### src/rtl/gray_updown_counter.sv
// Up/down Gray-code counter with Gray-coded parallel load.
// Keeps a binary shadow so bin_code always matches gray_code.
module gray_updown_counter #(
    parameter int M = 3
) (
    input  logic         clk,
    input  logic         rst,
    input  logic         enable,
    input  logic         up_dn,
    input  logic         load,
    input  logic [M-1:0] load_value,
    output logic [M-1:0] gray_code,
    output logic [M-1:0] bin_code,
    output logic         wrap,
    output logic [M-1:0] flip_mask,
    output logic         multi_flip
);

    localparam logic [M-1:0] ONE  = {{(M-1){1'b0}}, 1'b1};
    localparam logic [M-1:0] ZERO = '0;
    localparam logic [M-1:0] ALL1 = '1;

    function automatic logic [M-1:0] g2b(input logic [M-1:0] g);
        logic [M-1:0] b;
        b[M-1] = g[M-1];
        for (int i = M - 2; i >= 0; i--) begin
            b[i] = b[i+1] ^ g[i];
        end
        return b;
    endfunction

    function automatic logic [M-1:0] b2g(input logic [M-1:0] b);
        return b ^ (b >> 1);
    endfunction

    logic [M-1:0] bin_n;
    logic [M-1:0] gray_n;
    logic [M-1:0] flip_n;
    logic         wrap_n;
    logic         multi_n;

    always_comb begin
        bin_n  = bin_code;
        gray_n = gray_code;
        wrap_n = 1'b0;
        if (load) begin
            bin_n  = g2b(load_value);
            gray_n = load_value;
        end else if (enable) begin
            if (up_dn) begin
                bin_n  = bin_code + ONE;
                wrap_n = (bin_code == ALL1);
            end else begin
                bin_n  = bin_code - ONE;
                wrap_n = (bin_code == ZERO);
            end
            gray_n = b2g(bin_n);
        end
        flip_n  = gray_code ^ gray_n;
        // Clearing the lowest set bit leaves nonzero iff two or more were set.
        multi_n = ((flip_n & (flip_n - ONE)) != ZERO);
    end

    always_ff @(posedge clk) begin
        if (rst) begin
            gray_code  <= '0;
            bin_code   <= '0;
            wrap       <= 1'b0;
            flip_mask  <= '0;
            multi_flip <= 1'b0;
        end else begin
            gray_code  <= gray_n;
            bin_code   <= bin_n;
            wrap       <= wrap_n;
            flip_mask  <= flip_n;
            multi_flip <= multi_n;
        end
    end

endmodule
### config.mk
export PLATFORM = sky130hd
export DESIGN_NAME = gray_updown_counter
export DESIGN_NICKNAME = d
export VERILOG_FILES = /design/src/rtl/gray_updown_counter.sv
export SDC_FILE = /design/constraint.sdc
export NUM_CORES = 1
export LEC_CHECK = 0
export CAP_MARGIN = 30
export CORE_UTILIZATION = 48
export CTS_BUF_LIST = sky130_fd_sc_hd__clkbuf_4 sky130_fd_sc_hd__clkbuf_8
export DETAILED_ROUTE_END_ITERATION = 12
export PLACE_DENSITY = 0.87
export SYNTH_ARGS = -nofsm -noshare
export SYNTH_HDL_FRONTEND = slang
export SYNTH_SLANG_ARGS = --single-unit
### constraint.sdc
create_clock -name clk -period 2.4 [get_ports clk]
set_input_delay 0.24 -clock clk [delete_from_list [all_inputs] [get_ports clk]]
set_output_delay 0.24 -clock clk [all_outputs]
set_load 0.1 [all_outputs]
# After elaboration in Yosys (flattened, before gate mapping)
# Cells that the tools add are included.
# classes
addsub	3
eq_ne	1
muxes	8
n_bitwise	6
n_reduce_logical	4
# ops
op	count
$mux W3	7
$sub A3 B1 Y3 const B	2
$add A3 B1 Y3 const B	1
$and A3 B3 Y3	1
$eq A3 B3 Y1 const B	1
$logic_not A3 Y1	1
$reduce_bool A3 Y1	1
$reduce_or A3 Y1	1
$xor A3 B2 Y3	1
$xor A3 B3 Y3	1
$reduce_bool A2 Y1	1
$xor A1 B1 Y1	2
$mux W1	1
$not A1 Y1	1
# totals
output_inout_bits	11
wordCells	27
regBits	11
inputBits	8

# Logic depth before layout (Yosys ltp)
# Gate-level depths: netlist of run 1.
# logic_depth
word_depth	11
mapped_depth	7
depth_no_buf	7

# Least setup slack after synthesis of run 1
# OpenSTA, ideal clock, no wires.
# synth_timing
path_kind	register -> register
start	register bin_code[0]
end	register multi_flip
arrival_ps	2724
path_stages_with_launch	8
required_ps	2283
slack_ps	-442
path_cell_list	dfxtp_1 > inv_1 > fa_1 > xnor2_1 > o21ai_0 > nor2b_1 > or2_2 > a32o_1
# synth_between
elab_chain_cells	11
# synth_lines
item	line	source
start, declared	13	output logic [M-1:0] bin_code,
start signal, assigned	73	bin_code <= bin_n;
$sub A3 B1 Y3 / $add A3 B1 Y3 (equally long branches)	54, 51	
$mux W3 *	50	if (up_dn) begin
$mux W3 *	49	end else if (enable) begin
$mux W3 *	46	if (load) begin
$xor A3 B2 Y3 *	33	return b ^ (b >> 1);
$mux W3 *	49	
$mux W3 *	46	
$xor A3 B3 Y3 *	59	flip_n = gray_code ^ gray_n;
$sub A3 B1 Y3	61	multi_n = ((flip_n & (flip_n - ONE)) != ZERO);
$and A3 B3 Y3 *	61	
$reduce_bool A3 Y1 *	61	
end signal, assigned	76	multi_flip <= multi_n;
end, declared	16	output logic multi_flip
# Every way passes the cells marked *; elsewhere a longest branch is shown, timed or not. The select of a mux whose other input is x is not followed.
# A chain may end at the register's enable or synchronous reset.

# Worst setup path after layout of run 1
# layout_timing
start	input port up_dn
end	register multi_flip
# layout_between
elab_chain_cells	10
# layout_lines
item	line	source
start, declared	9	input logic up_dn,
$mux W3 *	50	
$mux W3 *	49	
$mux W3 *	46	
$xor A3 B2 Y3 *	33	
$mux W3 *	49	
$mux W3 *	46	
$xor A3 B3 Y3 *	59	
$sub A3 B1 Y3	61	
$and A3 B3 Y3 *	61	
$reduce_bool A3 Y1 *	61	
# Marks and branches as above.

==> impl_metrics.toml, run 1 <==
[setup_path]
crit_fanout = 4
crit_required_ns = 2.56
r2r_setup_slack_ns = 0.23
worstPathArrival_ns = 2.34
r2r_end = "multi_flip"
crit_path_end_kind = "register"
crit_path_start_kind = "input pin"
reg2reg_depth = 7
worstSetupPathType = "in2reg"
r2r-start = "bin_code[0]"

[timing]
finalSetupViolCount = 0
relSlewSlack = 0.733
fin_skew_ns = 0.00698
fin_crit_sh = 0.909
slew_violations = 0
rsz0062_at_grt = "no"
tightest_slew_ns = 0.399
fin_crit_ns = 2.18
fin_setup_tns_ns = 0
whs_ns = 0.530
final-hold-violation-count = 0
fmax_mhz = 458

[final_layout]
layout_commonest_cell = "buf_4"
drive_above_1_share = 0.270
area_delta_synth_final_pct = 33.2
postLayoutCellArea_um2 = 893
diodes = 0
final_cell_mix = "buf_4, nor2_1, dfxtp_1"
fin_nets = 110

[clock_network]
cts-buffers-inserted = 3
clk_latency_ns = 0.27
ctsHoldBuffers = 0
cts.clk_slew.worst_paths_ns = 0.08
ctsResizeCount = 0
tritoncts = "built"
cts_root_buffer = "clkbuf_4"
clk_path_buf_depth = 2
cts.sinks = 11
cts_setup_buffers = 0
h-tree-depth = 1

[synth]
yosysSeqAreaShare = 0.328
netlist_instances = 78
synth_seq_cells = 11
synthesis.area_um2 = 671
yosysWarnings = 0
synth.distinct_cells = 24
syn_nets = 87
synth.avg_cell_area_um2 = 8.60

[drt]
drc = 0
drt-pass1-iter-count = 4
drtAntennaViolNets = 0
route.vias.total = 604
drt_iter0_markers = 9
via_per_inst = 5.25
wire_per_inst_um = 11.9
wl_um = 1370

[job]
maxCapViolations = 0

[pwr]
power_density_mw_per_mm2 = 811
vdd_drop_max_uv = 420
power_mw = 0.725
leakage_nw = 0.376

[worst_hold_path]
hold_class = "reg2reg"
hold_path_depth = 2
hold_end = "wrap"
hold_start = "bin_code[1]"

[floorplanning]
start_util = 0.515
row_count = 13
fp.dieH_um = 39.4
die_x_um = 39.4
core_mm2 = 0.00130
die-area_mm2 = 0.00155
io_pins = 19

[global_route]
grt_pass1_vias = 525
antenna_found_initial = 0
grt_pass1_wl_um = 2260
grt_max_degree = 12
grt_usage = 0.219
overflow = 0

[placed_design]
numPortBuffers = 18
finalWeightedCongestion = 0.787
dp_hpwl_um = 1010
placedInstanceArea_um2 = 863

[outcome]
status = "finished, final reports clean"
## routing by layer
| metal | up-vias | global-route usage | wire length (um) |
|---|---|---|---|
| met5 | - | 0 | 0 |
| met4 | 0 | 0.103 | 27 |
| met3 | 4 | 0.0341 | 46 |
| met2 | 13 | 0.338 | 642 |
| met1 | 274 | 0.295 | 652 |
| li1 | 313 | - | - |
## registers in the layout, indices dropped and copies added (netlist names)
| signal | cells |
|---|---|
| gray_code | 3 |
| wrap | 1 |
| bin_code | 3 |
| multi_flip | 1 |
| flip_mask | 3 |
## logic make-up (layout without fill, tap and decap cells)
| logic type | after synthesis | count (layout) | synth area share |
|---|---|---|---|
| buffers and inverters | 7 | 29 | 0.0392 |
| xor gates and xnor gates | 15 | 15 | 0.220 |
| adders and majority gates | 1 | 1 | 0.0299 |
| DFF | 11 | 11 | 0.328 |
| and+or+nand+nor | 23 | 23 | 0.164 |
| AOI/OAI and AO/OA | 20 | 20 | 0.201 |
| muxes | 1 | 1 | 0.0168 |
## critical path, cell delays in order
cell and delay (ns):
clkdlybuf4s50_1 0.46, fa_1 0.53, xnor2_1 0.33, o21ai_0 0.12, nor2b_1 0.15, or2_2 0.27
a32o_1 0.24
## stage by stage
| stage | setup WS, ns | std cells | utilization |
|---|---|---|---|
| after CTS | 0.240 | 115 | 0.687 |
| after detailed placement | -0.0356 | 111 | 0.663 |
| after global routing | 0.0847 | 115 | 0.687 |
| final | 0.217 | 115 | 0.687 |
| after global placement | 0.0194 | 111 | 0.663 |
| after floorplan | 0.00144 | 78 | - |
## how the worst max path moves through the flow
stage,startpoint,endpoint,cells past startpoint
6_report,up_dn,multi_flip,7
3_5_place_dp,up_dn,multi_flip,7
2_1_floorplan,bin_code[1],multi_flip,7
4_1_cts,up_dn,multi_flip,7
3_3_place_gp,up_dn,multi_flip,7
5_1_grt,up_dn,multi_flip,7
## synthesized netlist by cell type, drive strengths merged
| cell | instances | area share |
|---|---|---|
| nand2b | 1 | 0.0093 |
| a31o | 1 | 0.013 |
| a32o | 2 | 0.030 |
| fa | 1 | 0.030 |
| o21a | 2 | 0.022 |
| nor2b | 4 | 0.037 |
| clkbuf | 4 | 0.022 |
| a21oi | 7 | 0.052 |
| a31oi | 1 | 0.0093 |
| nand4 | 1 | 0.0093 |
| nor3 | 1 | 0.0075 |
| a22oi | 1 | 0.011 |
| or4 | 1 | 0.013 |
| o21ai | 1 | 0.0075 |
| xor2 | 7 | 0.091 |
| or2 | 1 | 0.0093 |
| dfxtp | 11 | 0.33 |
| a211oi | 5 | 0.056 |
| mux2 | 1 | 0.017 |
| nand2 | 6 | 0.034 |
| inv | 3 | 0.017 |
| nor2 | 8 | 0.045 |
| xnor2 | 7 | 0.091 |
| xor3 | 1 | 0.037 |
## power breakdown
group,total (mW),internal [mW],switching [mW]
combinational,0.362,0.120,0.242
sequential,0.221,0.204,0.0178
clock,0.142,0.0756,0.0662
total,0.725,0.399,0.326
## final cells by class
type | count | area, um^2
Tap cell | 15 | 18.8
Timing Repair Buffer | 22 | 183
Clock buffer | 4 | 30.0
Sequential cell | 11 | 226
Inverter | 3 | 11.3
Fill cell | 112 | 408
Multi-Input combinational cell | 60 | 424
Note: power is estimated with default switching activity, not from simulation.
==> run 2: changes to the inputs <==
- CTS_CLUSTER_SIZE: not set -> 24
==> results of run 2 <==
Final layout, timing and power as in run 1 (identical DEF).
==> run 3: changes to the inputs <==
- GPL_TIMING_DRIVEN: not set -> 0
==> run 3 against run 2 <==
Against the previous run: count of clock-buffer cells in the layout unchanged; sequential cell count unchanged; wire length down 3.7%; die area unchanged; first-iteration DRC count unchanged.
==> impl_metrics.toml, run 3 (synthesized netlist as in run 1, its figures left out) <==
[floorplanning]
die-area_mm2 = 0.00155
fp.dieH_um = 39.4
core_mm2 = 0.00130
die_x_um = 39.4
row_count = 13
io_pins = 19
start_util = 0.515

[clock_network]
cts-buffers-inserted = 3
cts_root_buffer = "clkbuf_4"
cts_setup_buffers = 0
clk_path_buf_depth = 2
ctsHoldBuffers = 0
tritoncts = "built"
ctsResizeCount = 0
h-tree-depth = 1
cts.sinks = 11
cts.clk_slew.worst_paths_ns = 0.07
clk_latency_ns = 0.27

[placed_design]
finalWeightedCongestion = 0.762
dp_hpwl_um = 982
numPortBuffers = 17

[drt]
route.vias.total = 611
drt_iter0_markers = 9
wire_per_inst_um = 11.6
via_per_inst = 5.36
drt-pass1-iter-count = 4
drc = 0
wl_um = 1320
drtAntennaViolNets = 0

[worst_hold_path]
hold_class = "in2reg"
hold_end = "flip_mask[2]"
hold_start = "load"
hold_path_depth = 3

[global_route]
grt_max_degree = 11
grt_usage = 0.214
antenna_found_initial = 0
overflow = 0
grt_pass1_vias = 524
grt_pass1_wl_um = 2190

[final_layout]
final_cell_mix = "clkdlybuf4s50_1, nor2_1, dfxtp_1"
layout_commonest_cell = "clkdlybuf4s50_1"
drive_above_1_share = 0.121
fin_nets = 109
area_delta_synth_final_pct = 33.6
diodes = 0
fin_util = 0.688
top_regs = "bin_code: 3 flops, flip_mask: 3 flops, gray_code: 3 flops"

[timing]
fin_crit_sh = 0.961
fin_skew_ns = 0.00191
whs_ns = 0.380
finalSetupViolCount = 0
tightest_slew_ns = 0.966
rsz0062_at_grt = "no"
slew_violations = 0
fin_crit_ns = 2.31
fmax_mhz = 433
final-hold-violation-count = 0
relSlewSlack = 0.354

[setup_path]
worstPathArrival_ns = 2.48
crit_path_top_delay_cell = "fa_1"
path_cells = "clkdlybuf4s50_1 > fa_1 > xnor2_1 > o21ai_0 > nor2b_1 > or2_2 > a32o_1"
crit_family = "adder cells"
slowest_delay_ns = 0.59
crit_fanout = 5
cp_num_cells = 7
crit_path_start_kind = "input pin"
r2r-start = "bin_code[0]"
reg2reg_depth = 7
r2r_end = "multi_flip"
crit_path_end_kind = "register"
r2r_setup_slack_ns = 0.21
worstSetupPathType = "in2reg"
crit_required_ns = 2.57
critPathBufInv = 1

[pwr]
vdd_drop_max_uv = 429
leakage_nw = 0.340
power_density_mw_per_mm2 = 806

[job]
maxCapViolations = 0

[outcome]
status = "finished, final reports clean"
-- run 3: cell count changes in the layout (fill, tap and decap cells not counted) --
cell / previous run / this run
buf_4: 15 / 0
clkdlybuf4s50_1: 7 / 17
clkbuf_1: 0 / 4
-- run 3: final cells by class --
cell class	instances	area, um^2
Tap cell	15	18.8
Fill cell	114	405
Clock buffer	4	30.0
Multi-Input combinational cell	60	424
Sequential cell	11	226
Inverter	3	11.3
Buffer	4	15.0
Timing Repair Buffer	17	170
-- run 3: tightest hold or removal path, cell delays in order --
cell and delay (ns):
clkbuf_1 0.17, nand2_1 0.12, a21oi_1 0.07
-- run 3: how the worst max path moves through the flow --
| stage | start | endpoint | slack (ns) |
|---|---|---|---|
| floorplan | bin_code[1] | multi_flip | 0.001 |
| global placement | up_dn | multi_flip | -0.16 |
| detailed placement | up_dn | multi_flip | -0.18 |
| CTS | up_dn | multi_flip | 0.10 |
| global route | up_dn | multi_flip | 0.01 |
| finish | up_dn | multi_flip | 0.09 |
-- run 3: metal layers --
metal,global-route usage,part of all wire
met3,0.0341,0.046
met4,0.129,0.027
met5,0,0
met2,0.338,0.47
met1,0.271,0.46
-- run 3: power breakdown --
part	internal (mW)	total [mW]	switching, mW	leakage, nW
logic	0.119	0.358	0.240	0.229
registers	0.203	0.221	0.0172	0.0923
clock network	0.0758	0.143	0.0670	0.0184
total	0.398	0.722	0.324	0.340
-- run 3: per-stage QoR --
step	setup slack, ns	instances	instance area (um^2)	total power, mW	TNS (ns)
2_1_floorplan	0.00144	78	677	0.507	0
4_1_cts	0.103	114	896	0.724	0
3_5_place_dp	-0.184	110	866	0.582	-0.184
5_1_grt	0.0110	114	896	0.754	0
3_3_place_gp	-0.160	110	866	0.577	-0.160
6_report	0.0930	114	896	0.722	0
